`src/rtl/ice_bus_pkg.sv`:
```
// Shared definitions for the ICE slave output bus: frame-transmitter states,
// the valid-bit position of the 9-bit sl_* beats, and the tail status codes.
package ice_bus_pkg;

  typedef enum logic [2:0] {
    ST_IDLE,
    ST_FILL,
    ST_WAIT_ARB,
    ST_ADDR,
    ST_DATA,
    ST_TAIL
  } state_e;

  localparam int         SL_VALID_BIT = 8;
  localparam logic [7:0] TAIL_OK      = 8'h00;
  localparam logic [7:0] TAIL_ERR     = 8'h01;

  // Builds one bus beat with the valid bit set above the byte.
  function automatic logic [8:0] sl_beat(input logic [7:0] v);
    logic [8:0] b;
    b               = '0;
    b[SL_VALID_BIT] = 1'b1;
    b[7:0]          = v;
    return b;
  endfunction

endpackage

```
`src/rtl/ice_sync_fifo.sv`:
```
// Single-clock byte FIFO with AW+1 bit pointers, synchronous clear and
// show-ahead read (dout is the head entry while the FIFO is non-empty).
module ice_sync_fifo #(
  parameter int DEPTH = 64,
  parameter int AW    = 6
) (
  input  logic       clk,
  input  logic       reset,
  input  logic       clr,
  input  logic       push,
  input  logic [7:0] din,
  input  logic       pop,
  output logic       full,
  output logic       empty,
  output logic       last,
  output logic [7:0] dout
);

  logic [7:0]  mem_q [DEPTH];
  logic [AW:0] wr_q;
  logic [AW:0] rd_q;
  logic [AW:0] fill;
  logic        do_push;
  logic        do_pop;

  assign do_push = push && !full;
  assign do_pop  = pop && !empty;

  always_ff @(posedge clk or posedge reset) begin
    if (reset) begin
      wr_q <= '0;
      rd_q <= '0;
    end else if (clr) begin
      wr_q <= '0;
      rd_q <= '0;
    end else begin
      if (do_push) wr_q <= wr_q + 1'b1;
      if (do_pop)  rd_q <= rd_q + 1'b1;
    end
  end

  always_ff @(posedge clk) begin
    if (do_push && !clr) mem_q[wr_q[AW-1:0]] <= din;
  end

  // Same index with differing wrap bits means the writer is a full lap ahead.
  assign full  = (wr_q[AW] != rd_q[AW]) && (wr_q[AW-1:0] == rd_q[AW-1:0]);
  assign empty = (wr_q == rd_q);
  assign fill  = wr_q - rd_q;
  assign last  = (fill == {{AW{1'b0}}, 1'b1});
  assign dout  = mem_q[rd_q[AW-1:0]];

endmodule

```
`src/rtl/ice_slave_frame_tx.sv`:
```
// Store-and-forward frame transmitter for the ICE slave bus (sl_*).
// Define ICE_FRAME_TX_TIMESTAMP_EN to prepend a global_counter timestamp beat.
module ice_slave_frame_tx
  import ice_bus_pkg::*;
#(
  parameter int DEPTH = 64,
  parameter int AW    = 6
) (
  input  logic       clk,
  input  logic       reset,
`ifdef ICE_FRAME_TX_TIMESTAMP_EN
  input  logic [7:0] global_counter,
`endif
  input  logic       frm_start,
  input  logic [7:0] frm_type,
  input  logic       wr_en,
  input  logic [7:0] wr_data,
  input  logic       frm_commit,
  input  logic [7:0] frm_tail,
  output logic       busy,
  output logic       full,
  output logic       drop,
  output logic       sent,
  output logic       sl_arb_request,
  input  logic       sl_arb_grant,
  input  logic       sl_overflow,
  output logic [8:0] sl_addr,
  output logic [8:0] sl_data,
  output logic [8:0] sl_tail,
  output logic       sl_latch_tail
);

  state_e     state_q;
  logic       ovf_q;
  logic       drop_q;
  logic [7:0] type_q;
  logic [7:0] tail_q;
  logic       ts_pend;

  logic       fifo_clr;
  logic       fifo_push;
  logic       fifo_pop;
  logic       fifo_full;
  logic       fifo_empty;
  logic       fifo_last;
  logic [7:0] fifo_dout;
  logic       start_ok;
  logic       commit_ok;
  logic       ovf_now;
  logic [7:0] beat_byte;

  assign start_ok  = (state_q == ST_IDLE) && frm_start;
  assign commit_ok = (state_q == ST_FILL) && frm_commit;
  // A byte rejected in the commit cycle still poisons the frame.
  assign ovf_now   = ovf_q || (wr_en && fifo_full);

  assign fifo_clr  = start_ok;
  assign fifo_push = (state_q == ST_FILL) && wr_en && !fifo_full;
  assign fifo_pop  = (state_q == ST_DATA) && !sl_overflow && !ts_pend;

  ice_sync_fifo #(
    .DEPTH(DEPTH),
    .AW   (AW)
  ) u_fifo (
    .clk  (clk),
    .reset(reset),
    .clr  (fifo_clr),
    .push (fifo_push),
    .din  (wr_data),
    .pop  (fifo_pop),
    .full (fifo_full),
    .empty(fifo_empty),
    .last (fifo_last),
    .dout (fifo_dout)
  );

`ifdef ICE_FRAME_TX_TIMESTAMP_EN
  logic       ts_pend_q;
  logic [7:0] ts_q;

  assign ts_pend   = ts_pend_q;
  assign beat_byte = ts_pend_q ? ts_q : fifo_dout;

  always_ff @(posedge clk) begin
    if (start_ok) ts_q <= global_counter;
  end
`else
  assign ts_pend   = 1'b0;
  assign beat_byte = fifo_dout;
`endif

  always_ff @(posedge clk) begin
    if (start_ok)  type_q <= frm_type;
    if (commit_ok) tail_q <= frm_tail;
  end

  always_ff @(posedge clk or posedge reset) begin
    if (reset) begin
      state_q   <= ST_IDLE;
      ovf_q     <= 1'b0;
      drop_q    <= 1'b0;
`ifdef ICE_FRAME_TX_TIMESTAMP_EN
      ts_pend_q <= 1'b0;
`endif
    end else begin
      drop_q <= 1'b0;
      case (state_q)
        ST_IDLE: begin
          if (frm_start) begin
            ovf_q   <= 1'b0;
            state_q <= ST_FILL;
`ifdef ICE_FRAME_TX_TIMESTAMP_EN
            ts_pend_q <= 1'b1;
`endif
          end
        end
        ST_FILL: begin
          if (wr_en && fifo_full) ovf_q <= 1'b1;
          if (frm_commit) begin
            if (ovf_now) begin
              drop_q  <= 1'b1;
              state_q <= ST_IDLE;
            end else begin
              state_q <= ST_WAIT_ARB;
            end
          end
        end
        ST_WAIT_ARB: begin
          if (sl_arb_grant) state_q <= ST_ADDR;
        end
        ST_ADDR: begin
          state_q <= (fifo_empty && !ts_pend) ? ST_TAIL : ST_DATA;
        end
        ST_DATA: begin
          if (!sl_overflow) begin
`ifdef ICE_FRAME_TX_TIMESTAMP_EN
            if (ts_pend_q) begin
              ts_pend_q <= 1'b0;
              if (fifo_empty) state_q <= ST_TAIL;
            end else
`endif
            if (fifo_last) state_q <= ST_TAIL;
          end
        end
        ST_TAIL: state_q <= ST_IDLE;
        default: state_q <= ST_IDLE;
      endcase
    end
  end

  // Bus outputs decode only the registered state, so they are zero outside
  // ADDR/DATA/TAIL and collapse immediately with the async reset.
  assign busy           = (state_q != ST_IDLE);
  assign full           = fifo_full;
  assign drop           = drop_q;
  assign sent           = (state_q == ST_TAIL);
  assign sl_arb_request = (state_q == ST_WAIT_ARB) || (state_q == ST_ADDR) ||
                          (state_q == ST_DATA) || (state_q == ST_TAIL);
  assign sl_addr        = (state_q == ST_ADDR) ? sl_beat(type_q) : 9'h000;
  assign sl_data        = ((state_q == ST_DATA) && !sl_overflow) ? sl_beat(beat_byte) : 9'h000;
  assign sl_tail        = (state_q == ST_TAIL) ? sl_beat(tail_q) : 9'h000;
  assign sl_latch_tail  = (state_q == ST_TAIL);

endmodule

```
`config.mk`:
```
export PLATFORM = sky130hd
export DESIGN_NAME = ice_slave_frame_tx
export DESIGN_NICKNAME = d
export VERILOG_FILES = /design/src/rtl/ice_bus_pkg.sv /design/src/rtl/ice_sync_fifo.sv /design/src/rtl/ice_slave_frame_tx.sv
export SDC_FILE = /design/constraint.sdc
export NUM_CORES = 1
export LEC_CHECK = 0
export CORE_MARGIN = 2
export CORE_UTILIZATION = 35
export CTS_CLUSTER_SIZE = 12
export DETAILED_ROUTE_END_ITERATION = 10
export PLACE_DENSITY_LB_ADDON = 0.25
export SKIP_CTS_REPAIR_TIMING = 1
export SKIP_LAST_GASP = 1
export SLEW_MARGIN = 10
export SYNTH_ARGS = -nofsm -noshare
export SYNTH_HDL_FRONTEND = slang
export SYNTH_HIERARCHICAL = 1
export SYNTH_SLANG_ARGS = --single-unit
```
`constraint.sdc`:
```
create_clock -name clk -period 4.3 [get_ports clk]
set_input_delay 0.645 -clock clk [delete_from_list [all_inputs] [get_ports clk]]
set_output_delay 0.645 -clock clk [all_outputs]
set_load 0.03 [all_outputs]
```
==> results_dict.tcl, run 1 <==
set metrics [dict create \
    count_of_placed_standard_cells_in_the_final_layout_fillers_left_out 2313 \
    critical_path_depth 11 \
    ir_drop_mv 0.281 \
    drt-vias-per-instance 5.20 \
    route.detailed.drc 0 \
    critPathTopFamily "buffers and inverters" \
    core_area_sq_um 62700 \
    die_height_um 255 \
    timing.max_cap.violations 0 \
    rows 92 \
    internal_power_w 0.00902 \
    post_dp_cell_area_sq_um 24300 \
    first_global_vias 12035 \
    synth.yosys.seq_area_share_pct 73.9 \
    ff_to_ff_start "u_fifo/rd_q[2]$_DFFE_PP0P_" \
    worstHoldPathType "in2async" \
    critPathLaunchType "flip-flop" \
    cp-startpoint "u_fifo/rd_q[1]$_DFFE_PP0P_" \
    worstPathBufferInverterCount 5 \
    final_cell_area_sq_um 26100 \
    dp_worst_setup_slack_ns 0.136 \
    maxSlewHeadroom_pct 39.4 \
    worstSetupEndpointType "output pin" \
    synthCells 1260 \
    yosys-top-cells-count "sky130_fd_sc_hd__edfxtp_1, sky130_fd_sc_hd__nor2_1, sky130_fd_sc_hd__mux4_2, sky130_fd_sc_hd__mux2_2, sky130_fd_sc_hd__nor2b_1" \
    boundaryPins 64 \
    area_of_the_mapped_netlist_sq_um 22100 \
    timing.critical_path.to "sl_data[5]" \
    synth-async-reset-ratio_pct 3.47 \
    net_count_after_synthesis 1300 \
    ff2ff_path_depth 11 \
    path_class "reg2out" \
    synth-edff-count 528 \
    synth_most_common_cell "sky130_fd_sc_hd__edfxtp_1" \
    grt-ovfl-total 0 \
    routedWlPerCell_um 23.3 \
    maximum_fanout_along_the_worst_path 40 \
    timing.critical_path.required_ns 3.65 \
    worst_path_max_delay_cell "sky130_fd_sc_hd__dfrtp_4" \
    run_status "completed" \
    clock_latency_ns 0.60 \
    power_per_cell_area_nw_per_um2 458 \
    final_antenna_net_count 0 \
    synth_area_leaders "sky130_fd_sc_hd__edfxtp_1, sky130_fd_sc_hd__mux4_2, sky130_fd_sc_hd__mux2_2" \
    postLayoutCoreUtil_pct 41.6 \
    cts_inserted_buffers 55 \
    pin_count_of_the_biggest_net_entering_global_routing 65 \
    worst_pin_slew_ns 0.900 \
    power_frac_clock_pct 35.5 \
    vias 12034 \
    tritoncts "done" \
    period_needed_ns 4.24 \
    yosys_warnings 6 \
    io_buffers 63 \
    antenna_found_initial 0 \
    gr-usage-all-layers_pct 16.7 \
    cts-root-buf "sky130_fd_sc_hd__clkbuf_16" \
    placed_cells 2218 \
    die-area_sq_um 65200 \
    detailedPlacementHpwl_mm 34.2 \
    drive_above_1_share_pct 24.1 \
    r2r_setup_slack_ns 0.66 \
    worst_r2r_endpoint "u_fifo/mem_q[22][0]$_DFFE_PP_" \
    layout.nets 1479 \
    layout_worst_path_cycle_share_pct 98.6 \
    critical_path.most_common_cell "sky130_fd_sc_hd__buf_4" \
    wirelength_mm 54.0 \
    rsz0062_at_grt "true" \
    clock_tree.buffer_depth 3 \
    die_w_um 255 \
    area_growth_from_synthesis_to_final_layout_pct 18.1 \
    drt_iter0_drc 1020 \
    ys_ff_latch 547 \
    timing.critical_path.arrival_ns 3.59 \
    post-synth-top-area-cell "sky130_fd_sc_hd__edfxtp_1" \
    path_cells "buf_12 -> buf_12 -> buf_4 -> mux4_2 -> nor2_1 -> nor4_1 -> nor4_1 -> buf_4 -> nand3_1 -> and2_1 -> buf_4" \
    register_area_sq_um 16300 \
    power.static_leakage_nw 8.35 \
    ys_types 55 \
    floorplan.initialDensity_pct 35.2 \
    report.final.hold_viol_count 0 \
    cts_htree_levels 2 \
    worst_slack_setup_final_ns 0.0606 \
    setup_viol 0 \
    syn_avg_cell_area_sq_um 17.5 \
    iteration_count_of_the_initial_detailed_routing_pass 5 \
    final_gp_congestion 0.797 \
    fmax_mhz 236 \
    report.final.slew_viol_count 0 \
    clk_transition_reported_paths_ns 0.06 \
    n_fill_cell 5633 \
    cts_sinks 547 \
    p_sw_share_pct 24.6 \
    netsw_w 0.00294 \
    combPwrFrac_pct 14.0 \
    netlist.area_leader.share_pct 71.7 \
    postSynth.topFlopCell "sky130_fd_sc_hd__edfxtp_1" \
    cp_slowest_stage_delay_ns 0.55 \
    grt_pass1_wl_mm 79.8 \
    worst_clock_skew_ns 0.0120 \
    p_seq_share_pct 50.5 \
    multi_input_area_sq_um 5400 \
]
## placed cells by master (no fill, tap or decap), drive strengths merged, types with 2 or more instances in the layout
cell type,n
a2111oi,9
a211oi,38
a21boi,2
a21oi,8
a221oi,16
and2,27
and3,6
buf,142
clkbuf,68
clkdlybuf4s50,48
clkinv,15
dfrtp,19
dlymetal6s2s,3
edfxtp,528
ha,8
inv,14
mux2,69
mux2i,9
mux4,70
nand2,21
nand2b,7
nand3,19
nand3b,2
nand4,8
nor2,127
nor2b,49
nor3,20
nor3b,4
nor4,33
nor4b,2
o21ai,7
o22ai,35
o31a,2
or2,3
or3,4
xnor2,7
xor2,6
## worst reg2reg max path: cells and delay by family (launching register included)
family	cells	cell delay, ns
buffers and inverters	3	0.86
AO/OA/AOI/OAI	1	0.31
flip-flops	1	0.50
adder cells (fa/ha/maj)	1	0.29
AND/OR/NAND/NOR	6	1.40
## metrics by stage
stage	power [W]	hold slack, ns	setup TNS [ns]
after floorplan	0.00719	0.424	0
after CTS	0.0120	0.298	-1.68
after global routing	0.0124	0.338	-0.0972
after global placement	0.00775	0.518	0
final	0.0120	0.329	0
after detailed placement	0.00776	0.520	0
## power groups by stage
stage | clock, W | sequential, W | combinational [W]
final | 0.00424 | 0.00604 | 0.00168
after floorplan | 0 | 0.00608 | 0.00110
after detailed placement | 0 | 0.00615 | 0.00161
after global placement | 0 | 0.00615 | 0.00160
after global routing | 0.00454 | 0.00604 | 0.00182
after CTS | 0.00435 | 0.00604 | 0.00162
## metal layers
| metal | global-route usage [%] | vias to the layer above | share of wire (%) |
|---|---|---|---|
| li1 | - | 5361 | - |
| met1 | 23.1 | 6258 | 44 |
| met2 | 27.6 | 339 | 48 |
| met3 | 2.02 | 76 | 5.0 |
| met4 | 4.96 | 0 | 2.4 |
| met5 | 0 | - | 0 |
## cell type report
cell class / count / area share [%]
Sequential cell: 547 / 62.6
Multi-Input combinational cell: 628 / 20.7
Timing Repair Buffer: 194 / 6.56
Clock buffer: 67 / 5.45
Tap cell: 846 / 4.06
Clock inverter: 17 / 0.398
Inverter: 13 / 0.187
Antenna cell: 1 / 0.00959
## how the worst min path moves through the flow
stage                       from                endpoint  slack (ns)  cells after the start
6_report                   reset  state_q[2]$_DFFE_PP0P_        0.33                      2
5_1_grt                    reset  state_q[2]$_DFFE_PP0P_        0.34                      2
4_1_cts                    reset  state_q[2]$_DFFE_PP0P_        0.30                      2
3_5_place_dp   ovf_q$_DFFE_PP0P_       ovf_q$_DFFE_PP0P_        0.52                      2
3_3_place_gp   ovf_q$_DFFE_PP0P_       ovf_q$_DFFE_PP0P_        0.52                      2
2_1_floorplan              reset          drop$_DFF_PP0_        0.42                      1
## cells by family after synthesis
| family | synth area share, % |
|---|---|
| mux | 11.2 |
| fa+ha+maj | 0.544 |
| compound gates | 4.01 |
| simple gates | 7.85 |
| xor+xnor | 0.515 |
| flops | 73.9 |
| buf+inv | 1.99 |
## registers in the layout, indices dropped and copies added, names as in the netlist
name	count
u_fifo/mem_q	512
tail_q	8
type_q	8
u_fifo/rd_q	7
u_fifo/wr_q	7
state_q	3
drop	1
ovf_q	1
Power figures use the tool's default switching activity.
==> run 2: changes to the inputs <==
Settings changed: SETUP_SLACK_MARGIN from default to 0.2.
==> run 2 against run 1 <==
  * Power hardly changed
  * Non-clock buffer count is 5 higher
  * Utilization is 0.16 points higher
==> results_dict.tcl, run 2 (synthesis gave the netlist of run 1 again) <==
set metrics [dict create \
    run_status "completed" \
    drt_iter0_drc 1108 \
    area_growth_from_synthesis_to_final_layout_pct 18.5 \
    maxSlewHeadroom_pct 41.0 \
    drive_above_1_share_pct 24.8 \
    die_height_um 255 \
    timing.critical_path.required_ns 3.65 \
    final_gp_congestion 0.797 \
    ir_drop_mv 0.282 \
    gr-usage-all-layers_pct 16.7 \
    period_needed_ns 4.19 \
    tritoncts "done" \
    worstSetupEndpointType "output pin" \
    cts-root-buf "sky130_fd_sc_hd__clkbuf_16" \
    floorplan.initialDensity_pct 35.2 \
    postLayoutCoreUtil_pct 41.7 \
    clk_transition_reported_paths_ns 0.06 \
    grt-ovfl-total 0 \
    rows 92 \
    die_w_um 255 \
    report.final.hold_viol_count 0 \
    drt-vias-per-instance 5.21 \
    cts_htree_levels 2 \
    final_antenna_net_count 0 \
    boundaryPins 64 \
    routedWlPerCell_um 23.3 \
    clock_tree.buffer_depth 3 \
    critPathLaunchType "flip-flop" \
    rsz0062_at_grt "true" \
    placed_cells 2218 \
    first_global_vias 12035 \
    die-area_sq_um 65200 \
    power.static_leakage_nw 8.39 \
    fmax_mhz 238 \
    final_common_cell "sky130_fd_sc_hd__edfxtp_1" \
    worst_pin_slew_ns 0.877 \
    maximum_fanout_along_the_worst_path 4 \
    grt_pass1_wl_mm 79.8 \
    layout.nets 1484 \
    report.final.slew_viol_count 0 \
    vias 12073 \
    path_class "reg2out" \
    worst_clock_skew_ns 0.0115 \
    count_of_placed_standard_cells_in_the_final_layout_fillers_left_out 2318 \
    io_buffers 63 \
    layout.cells.most_common_list "sky130_fd_sc_hd__edfxtp_1, sky130_fd_sc_hd__nor2_1, sky130_fd_sc_hd__buf_4" \
    antenna_found_initial 0 \
    timing.max_cap.violations 0 \
    timing.hold.ws_ns 0.329 \
    layout_worst_path_cycle_share_pct 97.6 \
    cts_inserted_buffers 55 \
    timing.critical_path.arrival_ns 3.55 \
    detailedPlacementHpwl_mm 34.2 \
    pin_count_of_the_biggest_net_entering_global_routing 65 \
    wirelength_mm 54.1 \
    setup_viol 0 \
    worstHoldPathType "in2async" \
    core_area_sq_um 62700 \
    clock_latency_ns 0.60 \
    iteration_count_of_the_initial_detailed_routing_pass 5 \
    power_per_cell_area_nw_per_um2 457 \
    n_fill_cell 5619 \
    route.detailed.drc 0 \
    largest_reg_flops 512 \
    cts_sinks 547 \
]
-- run 2: worst paths after layout --
check	from	endpoint	slack, ns	cells after the start
worst max-delay path	u_fifo/rd_q[1]$_DFFE_PP0P_	sl_data[1]	0.11	10
worst min-delay path	reset	state_q[2]$_DFFE_PP0P_	0.33	2
worst max register to register	u_fifo/rd_q[1]$_DFFE_PP0P_	u_fifo/mem_q[27][5]$_DFFE_PP_	0.41	15
worst min register to register	ovf_q$_DFFE_PP0P_	ovf_q$_DFFE_PP0P_	0.52	2
max in group asynchronous	reset	u_fifo/rd_q[0]$_DFFE_PP0P_	3.30	2
min in group clk	wr_data[6]	u_fifo/mem_q[49][6]$_DFFE_PP_	0.48	1
-- run 2: stage by stage --
step           total power, W  setup slack [ns]  setup TNS, ns  area (sq um)
6_report               0.0120             0.105              0         26200
5_1_grt                0.0124            0.0365              0         26200
4_1_cts                0.0120            -0.529          -1.68         25900
3_5_place_dp          0.00776             0.136              0         24300
3_3_place_gp          0.00775             0.190              0         24300
2_1_floorplan         0.00719              1.06              0         22100
-- run 2: final cells by class --
cell class	instances	area (sq um)	area share, %
clock buffers	67	1420	5.43
well taps	846	1060	4.04
flip-flops and latches	547	16300	62.4
diodes	1	2.50	0.00955
multi-input cells	628	5440	20.8
clock inverters	17	104	0.397
inverters	13	48.8	0.186
repair buffers	199	1770	6.77
-- run 2: critical path, cell delays in order (launching register included) --
cell	delay, ns
sky130_fd_sc_hd__dfrtp_4	0.55
sky130_fd_sc_hd__clkbuf_4	0.21
sky130_fd_sc_hd__buf_4	0.14
sky130_fd_sc_hd__buf_4	0.14
sky130_fd_sc_hd__mux4_2	0.34
sky130_fd_sc_hd__nor2_1	0.04
sky130_fd_sc_hd__nor4_1	0.75
sky130_fd_sc_hd__nor4_2	0.15
sky130_fd_sc_hd__nand3_1	0.20
sky130_fd_sc_hd__and2_1	0.14
sky130_fd_sc_hd__dlymetal6s2s_1	0.29
-- run 2: metal layers --
layer / global-route usage, % / vias up / wire length, um
met5: 0 / - / 0
met4: 4.96 / 0 / 1270
met3: 2.02 / 73 / 3330
met2: 27.6 / 379 / 26200
met1: 23.1 / 6248 / 23300
li1: - / 5373 / -
-- run 2: where the power goes --
part | total, W | switching (W) | internal (W)
clock network | 0.00424 | 0.00187 | 0.00236
registers | 0.00604 | 0.0000954 | 0.00594
logic | 0.00169 | 0.000963 | 0.000726
total | 0.0120 | 0.00293 | 0.00903
==> run 3: changes to the inputs <==
Settings changed: CORE_UTILIZATION 35 to 40, SETUP_SLACK_MARGIN 0.2 to 0.02, SYNTH_HIERARCHICAL 1 to default.
==> run 3 against run 2 <==
  * Area after synthesis down 0.98%
  * Sequential share of layout area rose by 0.96 points
  * First-iteration DRC count rose by 12%
  * Maximum frequency decreased by 2.1%
  * Sequential power fell by 0.7%
  * Non-clock buffer count is 6 higher
  * Via count decreased by 3.8%
  * Utilization rose by 6.1 points
  * Cell count down 11%
  * Clock-buffer cell count grew 5
  * Wire length increased by 0.29%
==> results_dict.tcl, run 3 <==
set metrics [dict create \
    die_w_um 238 \
    boundaryPins 64 \
    maximum_fanout_along_the_worst_path 30 \
    synth_most_common_cell "sky130_fd_sc_hd__edfxtp_1" \
    drt_iter0_drc 1243 \
    post-synth-top-area-cell "sky130_fd_sc_hd__edfxtp_1" \
    iteration_count_of_the_initial_detailed_routing_pass 7 \
    rsz0062_at_grt "true" \
    timing.critical_path.required_ns 3.65 \
    worst_pin_slew_ns 0.876 \
    worst_clock_skew_ns 0.0192 \
    routedWlPerCell_um 26.3 \
    critPathLaunchType "flip-flop" \
    drt-vias-per-instance 5.64 \
    period_needed_ns 4.29 \
    timing.max_cap.violations 0 \
    syn_avg_cell_area_sq_um 19.4 \
    maxUsedRoutingLayer "met4" \
    postSynth.topFlopCell "sky130_fd_sc_hd__edfxtp_1" \
    clock_latency_ns 0.61 \
    maxSlewHeadroom_pct 41.5 \
    m1WireLength_mm 23.0 \
    worstHoldPathType "in2reg" \
    die_height_um 238 \
    cts_sinks 547 \
    synthCells 1128 \
    wirelength_mm 54.2 \
    worst_path_max_delay_cell "sky130_fd_sc_hd__clkdlybuf4s50_1" \
    first_global_vias 11507 \
    synth_area_leaders "sky130_fd_sc_hd__edfxtp_1, sky130_fd_sc_hd__mux4_2, sky130_fd_sc_hd__dfrtp_1" \
    vias 11616 \
    final_cell_area_sq_um 25800 \
    rows 85 \
    ir_drop_mv 0.296 \
    run_status "completed" \
    dp_worst_setup_slack_ns 0.261 \
    netlist.area_leader.share_pct 72.5 \
    net_count_after_synthesis 1168 \
    cts-root-buf "sky130_fd_sc_hd__clkbuf_16" \
    final_common_cell "sky130_fd_sc_hd__edfxtp_1" \
    synth-compound-area-share_pct 4.27 \
    synth-async-reset-ratio_pct 3.47 \
    report.final.hold_viol_count 0 \
    cp_slowest_stage_delay_ns 0.62 \
    layout.cells.most_common_list "sky130_fd_sc_hd__edfxtp_1, sky130_fd_sc_hd__buf_4, sky130_fd_sc_hd__mux4_2" \
    detailedPlacementHpwl_mm 35.7 \
    synth_mux_area_share_pct 13.0 \
    gr-usage-all-layers_pct 19.0 \
    route.detailed.drc 0 \
    io_buffers 63 \
    final_gp_congestion 0.878 \
    synth_xor_xnor_area_share_pct 0.526 \
    ys_types 72 \
    area_growth_from_synthesis_to_final_layout_pct 17.9 \
    power.static_leakage_nw 8.46 \
    cts_htree_levels 2 \
    tritoncts "done" \
    layout.nets 1369 \
    holdPathStages 1 \
    antenna_found_initial 0 \
    worst_slack_setup_final_ns 0.0141 \
    synth.yosys.seq_area_share_pct 74.6 \
    core_area_sq_um 53900 \
    ff2ff_path_depth 9 \
    yosys.area_share.adder_pct 0.549 \
    route.met3.wl_mm 3.97 \
    ys_ff_latch 547 \
    drive_above_1_share_pct 25.9 \
    worstSetupEndpointType "output pin" \
    antenna_cells_inserted 0 \
    yosys-top-cells-count "sky130_fd_sc_hd__edfxtp_1, sky130_fd_sc_hd__mux4_2, sky130_fd_sc_hd__nor2_1, sky130_fd_sc_hd__nand2_1, sky130_fd_sc_hd__a22oi_1" \
    dominant_combinational_cell_family_by_area_after_synthesis "multiplexers" \
    power_per_cell_area_nw_per_um2 579 \
    setup_viol 0 \
    report.final.slew_viol_count 0 \
    clk_transition_reported_paths_ns 0.06 \
    grt-ovfl-total 0 \
    grt_pass1_wl_mm 77.6 \
    fmax_mhz 233 \
    timing.critical_path.arrival_ns 3.64 \
    post_dp_cell_area_sq_um 24100 \
    layout_worst_path_cycle_share_pct 99.7 \
    routed-wl-met2_mm 25.4 \
    pin_count_of_the_biggest_net_entering_global_routing 65 \
    floorplan.initialDensity_pct 40.6 \
    path_class "reg2out" \
    synth-edff-count 528 \
    yosys_warnings 0 \
    die-area_sq_um 56600 \
    final_antenna_net_count 0 \
    area_of_the_mapped_netlist_sq_um 21900 \
    simple_gate_portion_of_the_synthesized_area_pct 4.93 \
    largest_reg_flops 512 \
    clock_tree.buffer_depth 3 \
    cts_inserted_buffers 55 \
    path_cells "buf_16 -> buf_4 -> mux4_2 -> a22oi_2 -> o21ai_1 -> nor4_2 -> nor3_1 -> clkdlybuf4s50_1" \
]
[run 3: cell types whose count changed in the layout (fill, tap and decap cells not counted), moves of 12 or more]
cell,before,now
sky130_fd_sc_hd__nor2b_1,49,12
sky130_fd_sc_hd__nor2_1,125,103
sky130_fd_sc_hd__mux2i_1,6,22
sky130_fd_sc_hd__o22ai_1,35,20
sky130_fd_sc_hd__mux2_2,59,2
sky130_fd_sc_hd__a22oi_1,0,22
sky130_fd_sc_hd__nor3_1,20,6
sky130_fd_sc_hd__nor4_1,23,3
sky130_fd_sc_hd__o21ai_0,7,19
sky130_fd_sc_hd__mux4_2,62,114
sky130_fd_sc_hd__a211oi_1,38,8
[run 3: area by class of cell]
class                      count  area (sq um)
fill                        4404         28100
multi-input combinational    508          5100
timing repair buffer         205          1810
clock buffer                  72          1460
clock inverter                18           168
inverter                      12          45.0
sequential                   547         16300
tap                          696           871
[run 3: cell families (layout without fill, tap and decap cells)]
logic type,count (synthesis),count (layout)
simple gates,218,218
flops,547,547
buf+inv,73,307
fa+ha+maj,9,9
mux,139,139
xor+xnor,11,11
compound gates,131,131
[run 3: power by group]
part / internal (W) / total [W] / leakage [nW] / switching, W
combinational: 0.00198 / 0.00447 / 2.67 / 0.00249
clock: 0.00254 / 0.00445 / 0.796 / 0.00191
sequential: 0.00588 / 0.00600 / 4.99 / 0.000121
total: 0.0104 / 0.0149 / 8.46 / 0.00453
[run 3: final timing paths]
| kind | startpoint | end | slack (ns) |
|---|---|---|---|
| setup / recovery | u_fifo.rd_q[0]$_DFFE_PP0P_ | sl_data[5] | 0.01 |
| hold / removal | wr_data[6] | u_fifo.mem_q[59][6]$_DFFE_PP_ | 0.45 |
| setup reg to reg | u_fifo.rd_q[1]$_DFFE_PP0P_ | u_fifo.mem_q[54][6]$_DFFE_PP_ | 0.49 |
| hold reg to reg | ovf_q$_DFFE_PP0P_ | ovf_q$_DFFE_PP0P_ | 0.51 |
| max in group asynchronous | reset | u_fifo.rd_q[0]$_DFFE_PP0P_ | 3.11 |
| min in group asynchronous | reset | u_fifo.wr_q[2]$_DFFE_PP0P_ | 0.54 |
[run 3: critical path: cells and delay by family, from the launching register on]
kind | cells | cell delay [ns]
and+or+nand+nor | 2 | 0.38
buffers and inverters | 3 | 1.09
AOI/OAI and AO/OA | 2 | 0.40
DFF | 1 | 0.56
muxes | 1 | 0.56
[run 3: per-stage QoR]
step / std cells / util [%] / hold slack [ns] / setup TNS [ns] / power [W]
5_1_grt: 2058 / 47.8 / 0.426 / -0.111 / 0.0154
3_5_place_dp: 1962 / 44.6 / 0.498 / 0 / 0.0105
2_1_floorplan: 1128 / - / 0.464 / 0 / 0.00889
3_3_place_gp: 1962 / 44.6 / 0.475 / 0 / 0.0105
6_report: 2058 / 47.8 / 0.446 / 0 / 0.0149
4_1_cts: 2052 / 47.6 / 0.417 / -1.35 / 0.0149
[run 3: per-layer routing]
metal | up-vias | track usage [%]
li1 | 5005 | -
met4 | 0 | 6.65
met1 | 6050 | 26.3
met3 | 97 | 3.96
met5 | - | 0
met2 | 464 | 30.2
